### src/rtl/debounce_pkg.sv
// Shared definitions for the push-button debouncer: FSM state encoding and
// default parameter values.
package debounce_pkg;

  typedef enum logic [1:0] {
    ST_LOW       = 2'd0,
    ST_WAIT_HIGH = 2'd1,
    ST_HIGH      = 2'd2,
    ST_WAIT_LOW  = 2'd3
  } state_e;

  localparam int unsigned DEF_SYNC_STAGES     = 2;
  localparam int unsigned DEF_DEBOUNCE_CYCLES = 16;
  localparam int unsigned DEF_HOLD_CYCLES     = 1000;

endpackage

### src/rtl/sync_ff_chain.sv
// Generic flop-chain synchroniser with asynchronous active-low reset.
// Brings a single asynchronous bit into the clk domain; q_o is the last stage.
module sync_ff_chain #(
  parameter int unsigned STAGES = 2
) (
  input  logic clk,
  input  logic rst_n,
  input  logic d_i,
  output logic q_o
);

  logic [STAGES-1:0] sync_q;

  // Shift the asynchronous input through the flop chain.
  always_ff @(posedge clk or negedge rst_n) begin
    if (!rst_n) begin
      sync_q <= '0;
    end else begin
      sync_q <= {sync_q[STAGES-2:0], d_i};
    end
  end

  assign q_o = sync_q[STAGES-1];

endmodule

### src/rtl/button_debounce.sv
// Push-button conditioner: synchronises the raw pad, rejects contact bounce
// with a stability counter, and produces a clean level plus press/release
// pulses. Optional long-press detection is enabled by defining the macro
// BUTTON_DEBOUNCE_LONG_PRESS_EN; otherwise long_press is tied low.
//
// state        | meaning
// -------------+-------------------------------------------------------
// ST_LOW       | clean level 0, waiting for a 1 sample
// ST_WAIT_HIGH | qualifying a 0->1 change, cnt counts stable 1 samples
// ST_HIGH      | clean level 1, waiting for a 0 sample
// ST_WAIT_LOW  | qualifying a 1->0 change, cnt counts stable 0 samples
module button_debounce
  import debounce_pkg::*;
#(
  parameter int unsigned SYNC_STAGES     = DEF_SYNC_STAGES,
  parameter int unsigned DEBOUNCE_CYCLES = DEF_DEBOUNCE_CYCLES,
  parameter int unsigned HOLD_CYCLES     = DEF_HOLD_CYCLES
) (
  input  logic clk,
  input  logic rst_n,
  input  logic btn_raw,
  output logic btn_clean,
  output logic press_pulse,
  output logic release_pulse,
  output logic long_press
);

  localparam int unsigned CNT_W = $clog2(DEBOUNCE_CYCLES);
  localparam logic [CNT_W-1:0] CNT_LAST = CNT_W'(DEBOUNCE_CYCLES - 1);

  // Catch illegal parameterisations at elaboration time.
  if (SYNC_STAGES < 2 || SYNC_STAGES > 4) begin : g_bad_sync_stages
    $error("button_debounce: SYNC_STAGES must be 2..4");
  end
  if (DEBOUNCE_CYCLES < 2) begin : g_bad_debounce_cycles
    $error("button_debounce: DEBOUNCE_CYCLES must be >= 2");
  end
  if (HOLD_CYCLES < 2) begin : g_bad_hold_cycles
    $error("button_debounce: HOLD_CYCLES must be >= 2");
  end

  logic             sync_q;
  state_e           state_q, state_d;
  logic [CNT_W-1:0] cnt_q, cnt_d;
  logic             clean_q, clean_d;
  logic             press_q, press_d;
  logic             release_q, release_d;

  sync_ff_chain #(
    .STAGES (SYNC_STAGES)
  ) u_sync (
    .clk   (clk),
    .rst_n (rst_n),
    .d_i   (btn_raw),
    .q_o   (sync_q)
  );

  // FSM state, stability counter and registered outputs.
  always_ff @(posedge clk or negedge rst_n) begin
    if (!rst_n) begin
      state_q   <= ST_LOW;
      cnt_q     <= '0;
      clean_q   <= 1'b0;
      press_q   <= 1'b0;
      release_q <= 1'b0;
    end else begin
      state_q   <= state_d;
      cnt_q     <= cnt_d;
      clean_q   <= clean_d;
      press_q   <= press_d;
      release_q <= release_d;
    end
  end

  // Next-state logic: any opposite sample during qualification restarts from LOW/HIGH.
  always_comb begin
    state_d   = state_q;
    cnt_d     = cnt_q;
    clean_d   = clean_q;
    press_d   = 1'b0;
    release_d = 1'b0;
    case (state_q)
      ST_LOW: begin
        if (sync_q) begin
          state_d = ST_WAIT_HIGH;
          cnt_d   = '0;
        end
      end
      ST_WAIT_HIGH: begin
        if (!sync_q) begin
          state_d = ST_LOW;
          cnt_d   = '0;
        end else if (cnt_q == CNT_LAST) begin
          state_d = ST_HIGH;
          cnt_d   = '0;
          clean_d = 1'b1;
          press_d = 1'b1;
        end else begin
          cnt_d = cnt_q + 1'b1;
        end
      end
      ST_HIGH: begin
        if (!sync_q) begin
          state_d = ST_WAIT_LOW;
          cnt_d   = '0;
        end
      end
      ST_WAIT_LOW: begin
        if (sync_q) begin
          state_d = ST_HIGH;
          cnt_d   = '0;
        end else if (cnt_q == CNT_LAST) begin
          state_d   = ST_LOW;
          cnt_d     = '0;
          clean_d   = 1'b0;
          release_d = 1'b1;
        end else begin
          cnt_d = cnt_q + 1'b1;
        end
      end
      default: begin
        state_d = ST_LOW;
        cnt_d   = '0;
      end
    endcase
  end

  assign btn_clean     = clean_q;
  assign press_pulse   = press_q;
  assign release_pulse = release_q;

`ifdef BUTTON_DEBOUNCE_LONG_PRESS_EN
  localparam int unsigned HOLD_W = $clog2(HOLD_CYCLES);
  localparam logic [HOLD_W-1:0] HOLD_LAST = HOLD_W'(HOLD_CYCLES - 1);

  logic [HOLD_W-1:0] hold_cnt_q, hold_cnt_d;
  logic              hold_done_q, hold_done_d;
  logic              long_q, long_d;

  // Hold timer registers.
  always_ff @(posedge clk or negedge rst_n) begin
    if (!rst_n) begin
      hold_cnt_q  <= '0;
      hold_done_q <= 1'b0;
      long_q      <= 1'b0;
    end else begin
      hold_cnt_q  <= hold_cnt_d;
      hold_done_q <= hold_done_d;
      long_q      <= long_d;
    end
  end

  // Hold timer restarts on each accepted press and fires once; a short
  // glitch back to HIGH continues the same hold rather than restarting it.
  always_comb begin
    hold_cnt_d  = hold_cnt_q;
    hold_done_d = hold_done_q;
    long_d      = 1'b0;
    if (press_d) begin
      hold_cnt_d  = '0;
      hold_done_d = 1'b0;
    end else if ((state_q == ST_HIGH || state_q == ST_WAIT_LOW) && !hold_done_q) begin
      if (hold_cnt_q == HOLD_LAST && clean_q) begin
        long_d      = 1'b1;
        hold_done_d = 1'b1;
      end else if (hold_cnt_q != HOLD_LAST) begin
        hold_cnt_d = hold_cnt_q + 1'b1;
      end
    end
  end

  assign long_press = long_q;
`else
  assign long_press = 1'b0;
`endif

endmodule

### config.mk
export PLATFORM = sky130hd
export DESIGN_NAME = button_debounce
export DESIGN_NICKNAME = d
export VERILOG_FILES = /design/src/rtl/debounce_pkg.sv /design/src/rtl/sync_ff_chain.sv /design/src/rtl/button_debounce.sv
export SDC_FILE = /design/constraint.sdc
export NUM_CORES = 1
export LEC_CHECK = 0
export BUFFER_PORTS_ARGS = -buffer_cell sky130_fd_sc_hd__buf_2
export CAP_MARGIN = 20
export CORE_AREA = 2 2 39 41
export CTS_BUF_LIST = sky130_fd_sc_hd__clkbuf_4
export CTS_CLUSTER_DIAMETER = 100
export CTS_CLUSTER_SIZE = 40
export DETAILED_ROUTE_END_ITERATION = 6
export DIE_AREA = 0 0 41 43
export GPL_TIMING_DRIVEN = 1
export SKIP_CTS_REPAIR_TIMING = 1
export SYNTH_ARGS = -nofsm -noshare
export SYNTH_HDL_FRONTEND = slang
export SYNTH_SLANG_ARGS = --single-unit
### constraint.sdc
create_clock -name clk -period 1.11 [get_ports clk]
set_input_delay 0.1665 -clock clk [delete_from_list [all_inputs] [get_ports clk]]
set_output_delay 0.1665 -clock clk [all_outputs]
set_load 0.01 [all_outputs]
-- Yosys cells after proc, flatten, opt, wreduce, memory -nomap -nowiden
Cells that the tools add are included.
- flip-flop bits (word level): 11
- memory bits (writable): 0
- bits in read-only memories: 0
- latch bits: 0
- logic and storage cells: 47
- output and inout port bits: 4
- memories: 0
- input port bits: 3
- bitwise logic cells: 0
- $mul: 0
- divide/modulo/power cells: 0
- shifts and indexed selects: 0
- $add $sub $neg: 1
- muxes and demuxes: 23
- order comparisons: 0
- reductions and logical operators: 5
- equal/unequal tests: 12
- operators by type and width (operator ; number):
    two-way mux 4 bit ; 5
    case mux 4 bit (4 select lines) ; 1
    two-way mux 2 bit ; 6
    two-way mux 1 bit ; 9
    inequality test 2 bit, second input constant ; 4
    case mux 2 bit (4 select lines) ; 1
    AND reduction 5 bit ; 1
    adder 4 x 1 -> 4 bit, second input constant ; 1
    equality test 2 bit, second input constant ; 2
    equality test 4 bit, second input constant ; 1
    inequality test 2 x 1 -> 1 bit, second input constant ; 2
    AND reduction 4 bit ; 1
    inequality test 3 x 2 -> 1 bit, second input constant ; 1
    inequality test 3 bit, second input constant ; 1
    equality test 2 x 1 -> 1 bit, second input constant ; 1
    zero test 2 bit ; 1
    case mux 1 bit (2 select lines) ; 1
    AND reduction 2 bit ; 1
    nonzero test 2 bit ; 1

-- Longest topological paths before layout
Gate-level depths: netlist of the first run.
- depth in word-level cells: 4
- depth in mapped cells: 4
- depth with buffers taken out: 4

-- Modules after synthesis
A second synthesis of the first run with hierarchy kept.
- cells, all modules: 47
- area, all modules: 496.7 um2
- modules (own cells, without submodules) (module ; cells each ; sequential area each (um2) ; instances ; area each (um2)):
    button_debounce ; 45 ; 225.2 ; 1 ; 446.7
    sync_ff_chain ; 2 ; 50.0 ; 1 ; 50.0

-- Worst setup path before layout of the first run
OpenSTA, ideal clock, no wires.
- path type: reg-to-reg
- start point: register cnt_q[0]
- end point: register clean_q (netlist: btn_clean)
- data required time: 0.979 ns
- period minus slack after synthesis: 1.169 ns
- cell stages (with the launch flop): 5
- path buffers: 0
- setup slack: -0.059 ns
- arrival time: 1.038 ns
- library setup time: 0.131 ns
- path through: dfrtp_1 -> ha_1 -> and4_2 -> a21oi_1 -> a21oi_1
- cells in the longest elaborated chain, start to end: 3
- elaborated cells on any way between the ends: 4
- classes of those cells: 3 x eq/ne; 1 x reduce/logical
- RTL lines (element ; line ; source):
    start, declared ; button_debounce.sv:44 ; logic [CNT_W-1:0] cnt_q, cnt_d;
    start signal, assigned ; button_debounce.sv:68 ; cnt_q <= cnt_d;
    equality test 4 bit * ; button_debounce.sv:93, button_debounce.sv:112 ;
    inequality test 2 bit (no line) ; n/a ;
    AND reduction 5 bit (no line) * ; n/a ;
    end signal, assigned ; button_debounce.sv:69 ; clean_q <= clean_d;
    end, declared ; button_debounce.sv:45 ; logic clean_q, clean_d;
Mark *: on every way between the ends. The rest lies on a longest branch, timed or not.
A chain may end at the register's enable or synchronous reset.

-- Final worst setup path of the first run
- start point: register cnt_q[1]
- end point: register clean_q (netlist: btn_clean)
Same word-level chain as after synthesis.

==> out/qor.csv, run 1 <==
stage,metric,value,unit
status,status,finished with violations,
status,violations,negative setup slack,
pwr,p_sw,0.180,mW
timing,hold_ws,0.287,ns
route,routedWlPerCell,12.5,um
logic_synthesis,yosys_warnings,0,
timing,worst_slack,-0.0203,ns
cells_and_area,syn_to_final_growth,37.3,%
cells_and_area,stdcell_count,80,
clocking,cts_tree,done,
timing,drv_slew,0,
logic_synthesis,syn_inst,47,
cells_and_area,multiInputGateArea,246,um2
pwr,p_clk_share,37.1,%
logic_synthesis,synthesis.nets,51,
timing,min_period,1.13,ns
die,ioPinCount,7,
global_route,first_global_vias,349,
timing,finalHoldViolCount,0,
placed_design,dpl.hpwl,674,um
route,first_pass_iters,4,
logic_synthesis,netlist_area,497,um2
timing,rsz0062_at_grt,true,
route,drt_iter0_drc,12,
die,die_y,43,um
pwr,p_seq_share,53.9,%
cells_and_area,nNetsFinal,69,
timing,period_share,102,%
logic_synthesis,yosys_register_bits,11,
min_path,hold_path.class,in -> async,
global_route,grt_antenna_before_repair,0,
clocking,cts_made_buffers,3,
cells_and_area,drive_gt1_share,39.1,%
cells_and_area,regArea,277,um2
cells_and_area,fin_area,682,um2
global_route,overflow,0,
route,vias_per_cell,4.84,
cells_and_area,antennaDiodeCount,0,
logic_synthesis,ys_seq_area_share,55.4,%
critical_path,worst_setup_path_end_kind,flop,
pwr,p_int,0.615,mW
route,routed-via-count,387,
timing,clock_skew,0.00507,ns
pwr,power,0.795,mW
die,die_w,41,um
timing,finalSetupTns,-0.0335,ns
die,dieArea,0.00176,mm2
timing,setup_violations,2,
logic_synthesis,synth.distinct_cells,21,
cells_and_area,fill_cells,135,
die,row_count,14,
placed_design,port_buffers,5,
clocking,cts.sinks,11,
critical_path,critPathRequiredTime,1.26,ns
critical_path,worstSetupPathType,reg -> reg,
pwr,p_sw_share,22.6,%
critical_path,startpoint_type,flop,
clocking,worstSkewPairLatency,0.27,ns
placed_design,gp_congestion,0.725,
timing,max_freq,0.885,GHz
critical_path,worstPathMaxFanout,5,
placed_design,place_area,578,um2
pwr,ir_drop,1.03,mV
route,routed_wl,996,um
clocking,root_buffer,clkbuf_4,
die,initial_core_util,35.9,%
pwr,p_comb_share,9.0,%
critical_path,critical_path_arrival,1.28,ns
flow_run,cap_viol_max_count,0,
route,postRouteAntennaNets,0,
clocking,clockBufferDepth,2,
global_route,grt_start_max_net_pins,12,
clocking,h-tree-depth,1,
clocking,clk_pin_slew_worst_paths,0.07,ns
logic_synthesis,synth_area_per_cell,10.6,um2
global_route,groute.usage.overall,13.5,%
global_route,grt_pass1_wl,1.51,mm
route,drc_errors,0,
pwr,p_leak,0.324,nW
pwr,p_per_area,1170,mW/mm2
placed_design,dp_cells,72,
die,coreArea,0.00138,mm2
[Yosys cell counts]
library cell  count  share of area [%]
conb_1            1               0.75
inv_1             1               0.75
ha_1              1                2.5
and4_2            1                2.0
buf_4             1                1.5
dfrtp_1          11                 55
and2b_2           1                1.8
nor2_1            2                1.5
xor2_1            2                3.5
nand4_1           1                1.3
o22ai_1           2                2.5
o21ai_0           3                3.0
buf_2             1                1.0
a311oi_1          1                1.8
xnor2_2           1                3.3
nor3b_1           1                1.5
a21oi_1           2                2.0
and4b_1           1                2.0
nand3b_1          2                3.0
nand3_1           2                2.0
nand2_1           9                6.8
[worst paths after layout]
| kind | end | depth (start not counted) | start | slack (ns) |
|---|---|---|---|---|
| setup / recovery | btn_clean$_DFFE_PN0P_ | 4 | cnt_q[1]$_DFFE_PN0P_ | -0.02 |
| hold / removal | cnt_q[3]$_DFFE_PN0P_ | 2 | rst_n | 0.29 |
| setup reg to reg | btn_clean$_DFFE_PN0P_ | 4 | cnt_q[1]$_DFFE_PN0P_ | -0.02 |
| hold reg to reg | u_sync.sync_q[1]$_DFF_PN0_ | 0 | u_sync.sync_q[0]$_DFF_PN0_ | 0.36 |
| max in group asynchronous | u_sync.sync_q[1]$_DFF_PN0_ | 2 | rst_n | 0.61 |
| min in group clk | u_sync.sync_q[1]$_DFF_PN0_ | 0 | u_sync.sync_q[0]$_DFF_PN0_ | 0.36 |
[worst max-delay path: stages (launching register included)]
cell     delay [ns]
dfrtp_1        0.42
ha_4           0.18
nand4_1        0.16
o21ai_1        0.17
a21oi_1        0.08
[per-stage QoR]
| step | utilization, % | setup WS (ns) |
|---|---|---|
| 6_report | 49.3 | -0.0203 |
| 5_1_grt | 49.3 | -0.0752 |
| 4_1_cts | 43.9 | -0.0594 |
| 3_5_place_dp | 41.8 | -0.0466 |
| 3_3_place_gp | 41.8 | -0.0267 |
| 2_1_floorplan | - | 0.0435 |
[placed cells by master (no fill, tap or decap)]
cell           instances
xnor2_4                1
xor2_1                 1
clkbuf_4               4
and4_4                 1
conb_1                 1
and2b_2                1
o21ai_1                1
a311oi_2               1
dlygate4sd3_1          2
o21ai_0                2
nand3_1                2
nand2_1                8
xor2_2                 1
o22ai_1                2
nand4_1                1
and4b_1                1
dfrtp_1               10
nand2_2                1
inv_1                  1
a21oi_1                2
dfrtp_2                1
nand3b_1               2
ha_4                   1
nor2_1                 2
buf_2                  5
nor3b_1                1
buf_4                  8
[metal layers]
layer  GRT usage (%)  part of all wire [%]  vias up  wire length [um]
li1                -                     -      194                 -
met1            17.9                    43      182               424
met2            17.5                    52        9               518
met3            6.28                   4.4        2                44
met4            8.00                  0.80        0                 8
met5               0                     0        -                 0
[power groups by stage]
stage | clock network [mW] | registers (mW) | logic (mW)
floorplan | 0 | 0.430 | 0.0306
global placement | 0 | 0.431 | 0.0534
detailed placement | 0 | 0.432 | 0.0540
CTS | 0.304 | 0.424 | 0.0544
global route | 0.326 | 0.429 | 0.0804
finish | 0.295 | 0.428 | 0.0714
[registers in the layout, indices dropped and copies added, names as in the netlist, named ones only]
| signal | flops |
|---|---|
| release_pulse | 1 |
| u_sync.sync_q | 2 |
| state_q | 1 |
| cnt_q | 4 |
| btn_clean | 1 |
| press_pulse | 1 |
[final cells by class]
class                      instances  share of cell area, %
timing repair buffer              15                   15.4
tap                               16                   2.94
multi-input combinational         33                   36.1
sequential                        11                   40.6
inverter                           1                  0.550
clock buffer                       4                   4.40
[cells by family (layout without fill, tap and decap cells)]
| group | Yosys count | in the layout | synth area share, % |
|---|---|---|---|
| AO/OA/AOI/OAI | 8 | 8 | 9.32 |
| flip-flops | 11 | 11 | 55.4 |
| other | 1 | 1 | 0.755 |
| AND/OR/NAND/NOR | 20 | 20 | 21.9 |
| adder cells (fa/ha/maj) | 1 | 1 | 2.52 |
| buffers and inverters | 3 | 20 | 3.27 |
| XOR/XNOR | 3 | 3 | 6.80 |
No activity file was read; power rests on OpenSTA's default activity.
==> inputs of run 2 (changes only) <==
BUFFER_PORTS_ARGS = unset   (was -buffer_cell sky130_fd_sc_hd__buf_2)
DONT_BUFFER_PORTS = 1   (was unset)
clock period = 1.25 ns   (was 1.11 ns; I/O delays follow)
==> run 2 against run 1 <==
  * Clock power down 17%
  * Non-clock buffer count down 13
  * Global-route usage down 1.6 points
  * The run now ends clean
  * First-iteration DRC count down 42%
  * Via count down 14%
  * Register-to-register slack better by 0.09 ns
  * Worst setup slack better by 0.086 ns
  * Critical path depth unchanged
  * Fmax down 4.5%
==> out/qor.csv, run 2 (same netlist as run 1, synthesis figures left out) <==
stage,metric,value,unit,change
timing,period_share,94.7,%,-7.1 points
cells_and_area,fill_cells,135,,unchanged
global_route,grt_pass1_wl,1.37,mm,-9.6%
placed_design,dp_cells,61,,-15%
die,ioPinCount,7,,unchanged
route,drt_iter0_drc,7,,-5
timing,finalSetupTns,0,ns,+0.0335 ns
cells_and_area,syn_to_final_growth,14.4,%,
critical_path,critical_path_arrival,1.31,ns,+0.03 ns
pwr,ir_drop,0.608,mV,-41%
cells_and_area,drive_gt1_share,17.6,%,-21 points
timing,worst_slack,0.0659,ns,+0.0863 ns
cells_and_area,reg_top3,"cnt_q (4), u_sync.sync_q (2)",,
route,postRouteAntennaNets,0,,unchanged
critical_path,worstSetupPathType,reg -> reg,,
pwr,p_per_area,1170,mW/mm2,+0.52%
timing,finalHoldViolCount,0,,unchanged
clocking,h-tree-depth,1,,unchanged
timing,min_period,1.18,ns,+0.0537 ns
clocking,clockBufferDepth,2,,unchanged
critical_path,crit_path_max_incr_delay,0.44,ns,+0.02 ns
cells_and_area,antennaDiodeCount,0,,unchanged
clocking,root_buffer,clkbuf_4,,
timing,max_slew_margin,66.5,%,
placed_design,dpl_worst_slack,-0.00684,ns,+0.0398 ns
timing,clock_skew,0.00268,ns,-0.00239 ns
cells_and_area,final_cell_mix,"10 x dfrtp_1, 9 x nand2_1, 4 x clkbuf_4",,
route,vias_per_cell,4.99,,+3.1%
route,first_pass_iters,4,,unchanged
timing,drv_slew,0,,unchanged
die,die_y,43,um,unchanged
route,routed-via-count,334,,-14%
placed_design,gp_congestion,0.703,,-3.2%
timing,tightest_slew,0.500,ns,
min_path,hold_path.class,in -> async,,
flow_run,cap_viol_max_count,0,,unchanged
die,initial_core_util,35.9,%,unchanged
timing,setup_violations,0,,-2
global_route,overflow,0,,unchanged
cells_and_area,multiInputGateArea,218,um2,-12%
critical_path,path_common_cell,a21oi_1,,
critical_path,cp_slowest_cell,dfrtp_2,,
global_route,grt_antenna_before_repair,0,,unchanged
pwr,p_leak,0.255,nW,-21%
critical_path,worst_setup_path_end_kind,flop,,
clocking,cts_made_buffers,3,,unchanged
global_route,grt_start_max_net_pins,12,,unchanged
pwr,power,0.666,mW,-16%
placed_design,dpl.hpwl,545,um,-19%
die,die_w,41,um,unchanged
status,status,"finished, final reports clean",,
cells_and_area,final_common_cell,dfrtp_1,,
critical_path,setup.worst_path.start,cnt_q[0]$_DFFE_PN0P_,,
critical_path,startpoint_type,flop,,
placed_design,port_buffers,0,,-5
clocking,worstSkewPairLatency,0.25,ns,-0.02 ns
clocking,cts.sinks,11,,unchanged
clocking,clk_pin_slew_worst_paths,0.06,ns,about the same
die,row_count,14,,unchanged
cells_and_area,regArea,277,um2,unchanged
timing,max_freq,0.845,GHz,-4.5%
cells_and_area,largest_register,cnt_q,,
global_route,first_global_vias,329,,-5.7%
cells_and_area,largest_reg_flops,4,,unchanged
cells_and_area,stdcell_count,67,,-16%
global_route,groute.usage.overall,12.0,%,-1.6 points
cells_and_area,nNetsFinal,56,,-19%
critical_path,critPathRequiredTime,1.38,ns,+0.12 ns
critical_path,worstPathMaxFanout,5,,unchanged
route,routedWlPerCell,12.3,um,-0.86%
critical_path,r2r-start,cnt_q[0]$_DFFE_PN0P_,,
clocking,cts_tree,done,,
timing,rsz0062_at_grt,false,,
critical_path,cp_num_buf_inv,0,,unchanged
route,drc_errors,0,,unchanged
critical_path,path_cells,"ha_4, and4_2, a21oi_1, a21oi_1",,
die,dieArea,0.00176,mm2,unchanged
die,coreArea,0.00138,mm2,unchanged
critical_path,path_delay_family,flip-flops,,
route,routed_wl,827,um,-17%
## run 2: changes by cell type in the layout (fill, tap and decap cells not counted)
| cell | delta |
|---|---|
| a311oi_1 | +1 |
| a311oi_2 | -1 |
| and4_2 | +1 |
| and4_4 | -1 |
| buf_2 | -5 |
| buf_4 | -8 |
| nand2_1 | +1 |
| nand2_2 | -1 |
| xnor2_2 | +1 |
| xnor2_4 | -1 |
| xor2_1 | +1 |
| xor2_2 | -1 |
## run 2: layout make-up
cell class	instances	share of cell area [%]
Timing Repair Buffer	2	3.52
Clock buffer	4	5.29
Sequential cell	11	48.7
Tap cell	16	3.52
Multi-Input combinational cell	33	38.3
Inverter	1	0.661
## run 2: path summary, 6_finish.rpt
check | endpoint | cells past startpoint | slack [ns]
worst max-delay path | btn_clean$_DFFE_PN0P_ | 4 | 0.07
worst min-delay path | cnt_q[2]$_DFFE_PN0P_ | 1 | 0.33
worst max register to register | btn_clean$_DFFE_PN0P_ | 4 | 0.07
worst min register to register | u_sync.sync_q[1]$_DFF_PN0_ | 0 | 0.35
max in group asynchronous | cnt_q[0]$_DFFE_PN0P_ | 1 | 0.55
min in group clk | u_sync.sync_q[1]$_DFF_PN0_ | 0 | 0.35
## run 2: stage by stage
| step | cell area, um2 | hold WS, ns | util [%] |
|---|---|---|---|
| final | 568 | 0.335 | 41.0 |
| after global routing | 568 | 0.357 | 41.0 |
| after CTS | 534 | -0.389 | 38.6 |
| after detailed placement | 504 | -0.108 | 36.4 |
| after global placement | 504 | -0.108 | 36.4 |
| after floorplan | 497 | -0.108 | - |
## run 2: power by group
group	internal [mW]	switching, mW
sequential	0.367	0.0168
combinational	0.0176	0.0194
clock	0.145	0.100
total	0.529	0.137
## run 2: metal layers
layer / wire length [um] / vias to the layer above / share of wire [%] / GRT usage (%)
met5: 0 / - / 0 / 0
met2: 366 / 8 / 44 / 15.0
met1: 410 / 156 / 50 / 17.4
li1: - / 168 / - / -
met3: 39 / 2 / 4.7 / 3.14
met4: 10 / 0 / 1.2 / 8.00
==> inputs of run 3 (changes only) <==
PLACE_DENSITY_LB_ADDON = 0.25   (was unset)
==> run 3 against run 2 <==
  * Hold slack worse by 0.0037 ns
  * Combinational power about the same
  * Fmax down 2.0%
  * Clock-buffer cell count unchanged
  * Die area unchanged
  * Register-to-register slack worse by 0.02 ns
  * Critical path depth unchanged
  * Cell count up 1.5%
  * First-iteration DRC count up 71%
  * Wire length up 0.97%
  * Sequential cell count unchanged
  * Final area up 0.44%
  * Critical endpoint unchanged
  * Largest cell class unchanged
  * Highest routed layer unchanged
==> out/qor.csv, run 3 (same netlist as run 1, synthesis figures left out) <==
stage,metric,value,unit,change
status,status,"finished, final reports clean",,
min_path,hold_path.class,in -> async,,
critical_path,critPathRequiredTime,1.39,ns,about the same
critical_path,endpoint,btn_clean$_DFFE_PN0P_,,
clocking,worstSkewPairLatency,0.26,ns,about the same
clocking,h-tree-depth,1,,unchanged
timing,hold_ws,0.331,ns,-0.00369 ns
cells_and_area,fin_area,571,um2,+0.44%
critical_path,rr_endpoint,btn_clean$_DFFE_PN0P_,,
cells_and_area,largest_reg_flops,4,,unchanged
cells_and_area,nNetsFinal,57,,+1.8%
die,coreArea,0.00138,mm2,unchanged
route,routed_wl,835,um,+0.97%
critical_path,worstSetupPathType,reg -> reg,,
clocking,cts_tree,done,,
cells_and_area,drive_gt1_share,19.2,%,+1.6 points
route,drt_iter0_drc,12,,+5
critical_path,startpoint_type,flop,,
critical_path,r2r-start,cnt_q[0]$_DFFE_PN0P_,,
route,drc_errors,0,,unchanged
timing,finalHoldViolCount,0,,unchanged
placed_design,port_buffers,0,,unchanged
timing,min_period,1.21,ns,+0.0248 ns
die,ioPinCount,7,,unchanged
die,row_count,14,,unchanged
placed_design,dpl.hpwl,558,um,+2.5%
pwr,ir_drop,0.588,mV,-3.3%
placed_design,gp_congestion,0.704,,+0.27%
critical_path,rr_worst_depth,4,,unchanged
global_route,grt_start_max_net_pins,12,,unchanged
clocking,cts_made_buffers,3,,unchanged
timing,setup_violations,0,,unchanged
route,routedWlPerCell,12.3,um,-0.52%
timing,finalSetupTns,0,ns,unchanged
critical_path,cp_slowest_cell,dfrtp_1,,
critical_path,path_cells,"ha_2, and4_2, a21oi_1, a21oi_1",,
die,die_y,43,um,unchanged
global_route,overflow,0,,unchanged
clocking,clockBufferDepth,2,,unchanged
cells_and_area,final_common_cell,dfrtp_1,,
placed_design,place_area,512,um2,+1.5%
timing,tightest_slew,0.521,ns,+0.0213 ns
critical_path,setup.worst_path.start,cnt_q[0]$_DFFE_PN0P_,,
timing,drv_slew,0,,unchanged
timing,rsz0062_at_grt,false,,
global_route,groute.usage.overall,11.9,%,-0.090 points
die,initial_core_util,35.9,%,unchanged
route,routed-via-count,343,,+2.7%
cells_and_area,final_cell_mix,"11 x dfrtp_1, 9 x nand2_1, 4 x clkbuf_4",,
cells_and_area,syn_to_final_growth,14.9,%,
critical_path,worst_setup_path_end_kind,flop,,
pwr,p_leak,0.262,nW,+2.9%
global_route,grt_antenna_before_repair,0,,unchanged
cells_and_area,fill_cells,130,,-3.7%
critical_path,regToRegSetupSlack,0.04,ns,-0.02 ns
route,vias_per_cell,5.04,,+1.2%
critical_path,critical_path_arrival,1.35,ns,+0.04 ns
timing,max_freq,0.827,GHz,-2.0%
critical_path,worstPathMaxFanout,5,,unchanged
clocking,root_buffer,clkbuf_4,,
clocking,clk_pin_slew_worst_paths,0.07,ns,about the same
timing,max_slew_margin,65.1,%,-1.4 points
critical_path,crit_path_max_incr_delay,0.42,ns,-0.02 ns
flow_run,cap_viol_max_count,0,,unchanged
timing,clock_skew,0.00482,ns,+0.00214 ns
route,first_pass_iters,4,,unchanged
cells_and_area,largest_register,cnt_q,,
critical_path,path_common_cell,a21oi_1,,
cells_and_area,reg_top3,"cnt_q (4), u_sync.sync_q (2)",,
pwr,p_per_area,1190,mW/mm2,+1.3%
cells_and_area,antennaDiodeCount,0,,unchanged
global_route,first_global_vias,295,,-10%
die,die_w,41,um,unchanged
route,postRouteAntennaNets,0,,unchanged
die,dieArea,0.00176,mm2,unchanged
timing,period_share,96.7,%,+2.0 points
clocking,cts.sinks,11,,unchanged
global_route,grt_pass1_wl,1.30,mm,-4.5%
cells_and_area,fin_util,41.2,%,+0.18 points
[run 3: stage by stage]
stage / power (mW) / setup WS [ns] / cells
after floorplan: 0.408 / 0.0810 / 47
after global placement: 0.411 / 0.00165 / 62
after detailed placement: 0.412 / -0.00454 / 62
after CTS: 0.672 / -0.0153 / 66
after global routing: 0.720 / 0.00139 / 68
final: 0.677 / 0.0412 / 68
[run 3: final cells by class]
type	instances	area, um2	share of cell area, %
multi-input cells	33	214	37.5
clock buffers	4	30.0	5.26
flip-flops and latches	11	275	48.2
well taps	16	20.0	3.51
repair buffers	3	27.5	4.82
inverters	1	3.75	0.658
[run 3: how the worst min path moves through the flow]
stage	to	from
after floorplan	async pin	rst_n
after global placement	cnt_q[3]$_DFFE_PN0P_	rst_n
after detailed placement	cnt_q[2]$_DFFE_PN0P_	rst_n
after CTS	cnt_q[0]$_DFFE_PN0P_	rst_n
after global routing	cnt_q[2]$_DFFE_PN0P_	rst_n
final	cnt_q[3]$_DFFE_PN0P_	rst_n
[run 3: routing by layer]
metal	track usage [%]	part of all wire [%]
met5	0	0
met4	10.0	0.96
met3	4.71	2.9
met2	14.1	42
met1	16.1	54
[run 3: worst max-delay path: cells and delay by family, from the launching register on]
kind | cells | cell delay [ns]
fa+ha+maj | 1 | 0.23
compound gates | 2 | 0.19
flops | 1 | 0.42
simple gates | 1 | 0.24
[run 3: where the power goes]
part	internal, mW	leakage, nW	switching [mW]
Clock	0.145	0.0184	0.115
Sequential	0.366	0.145	0.0145
Combinational	0.0166	0.0987	0.0203
Total	0.528	0.262	0.149
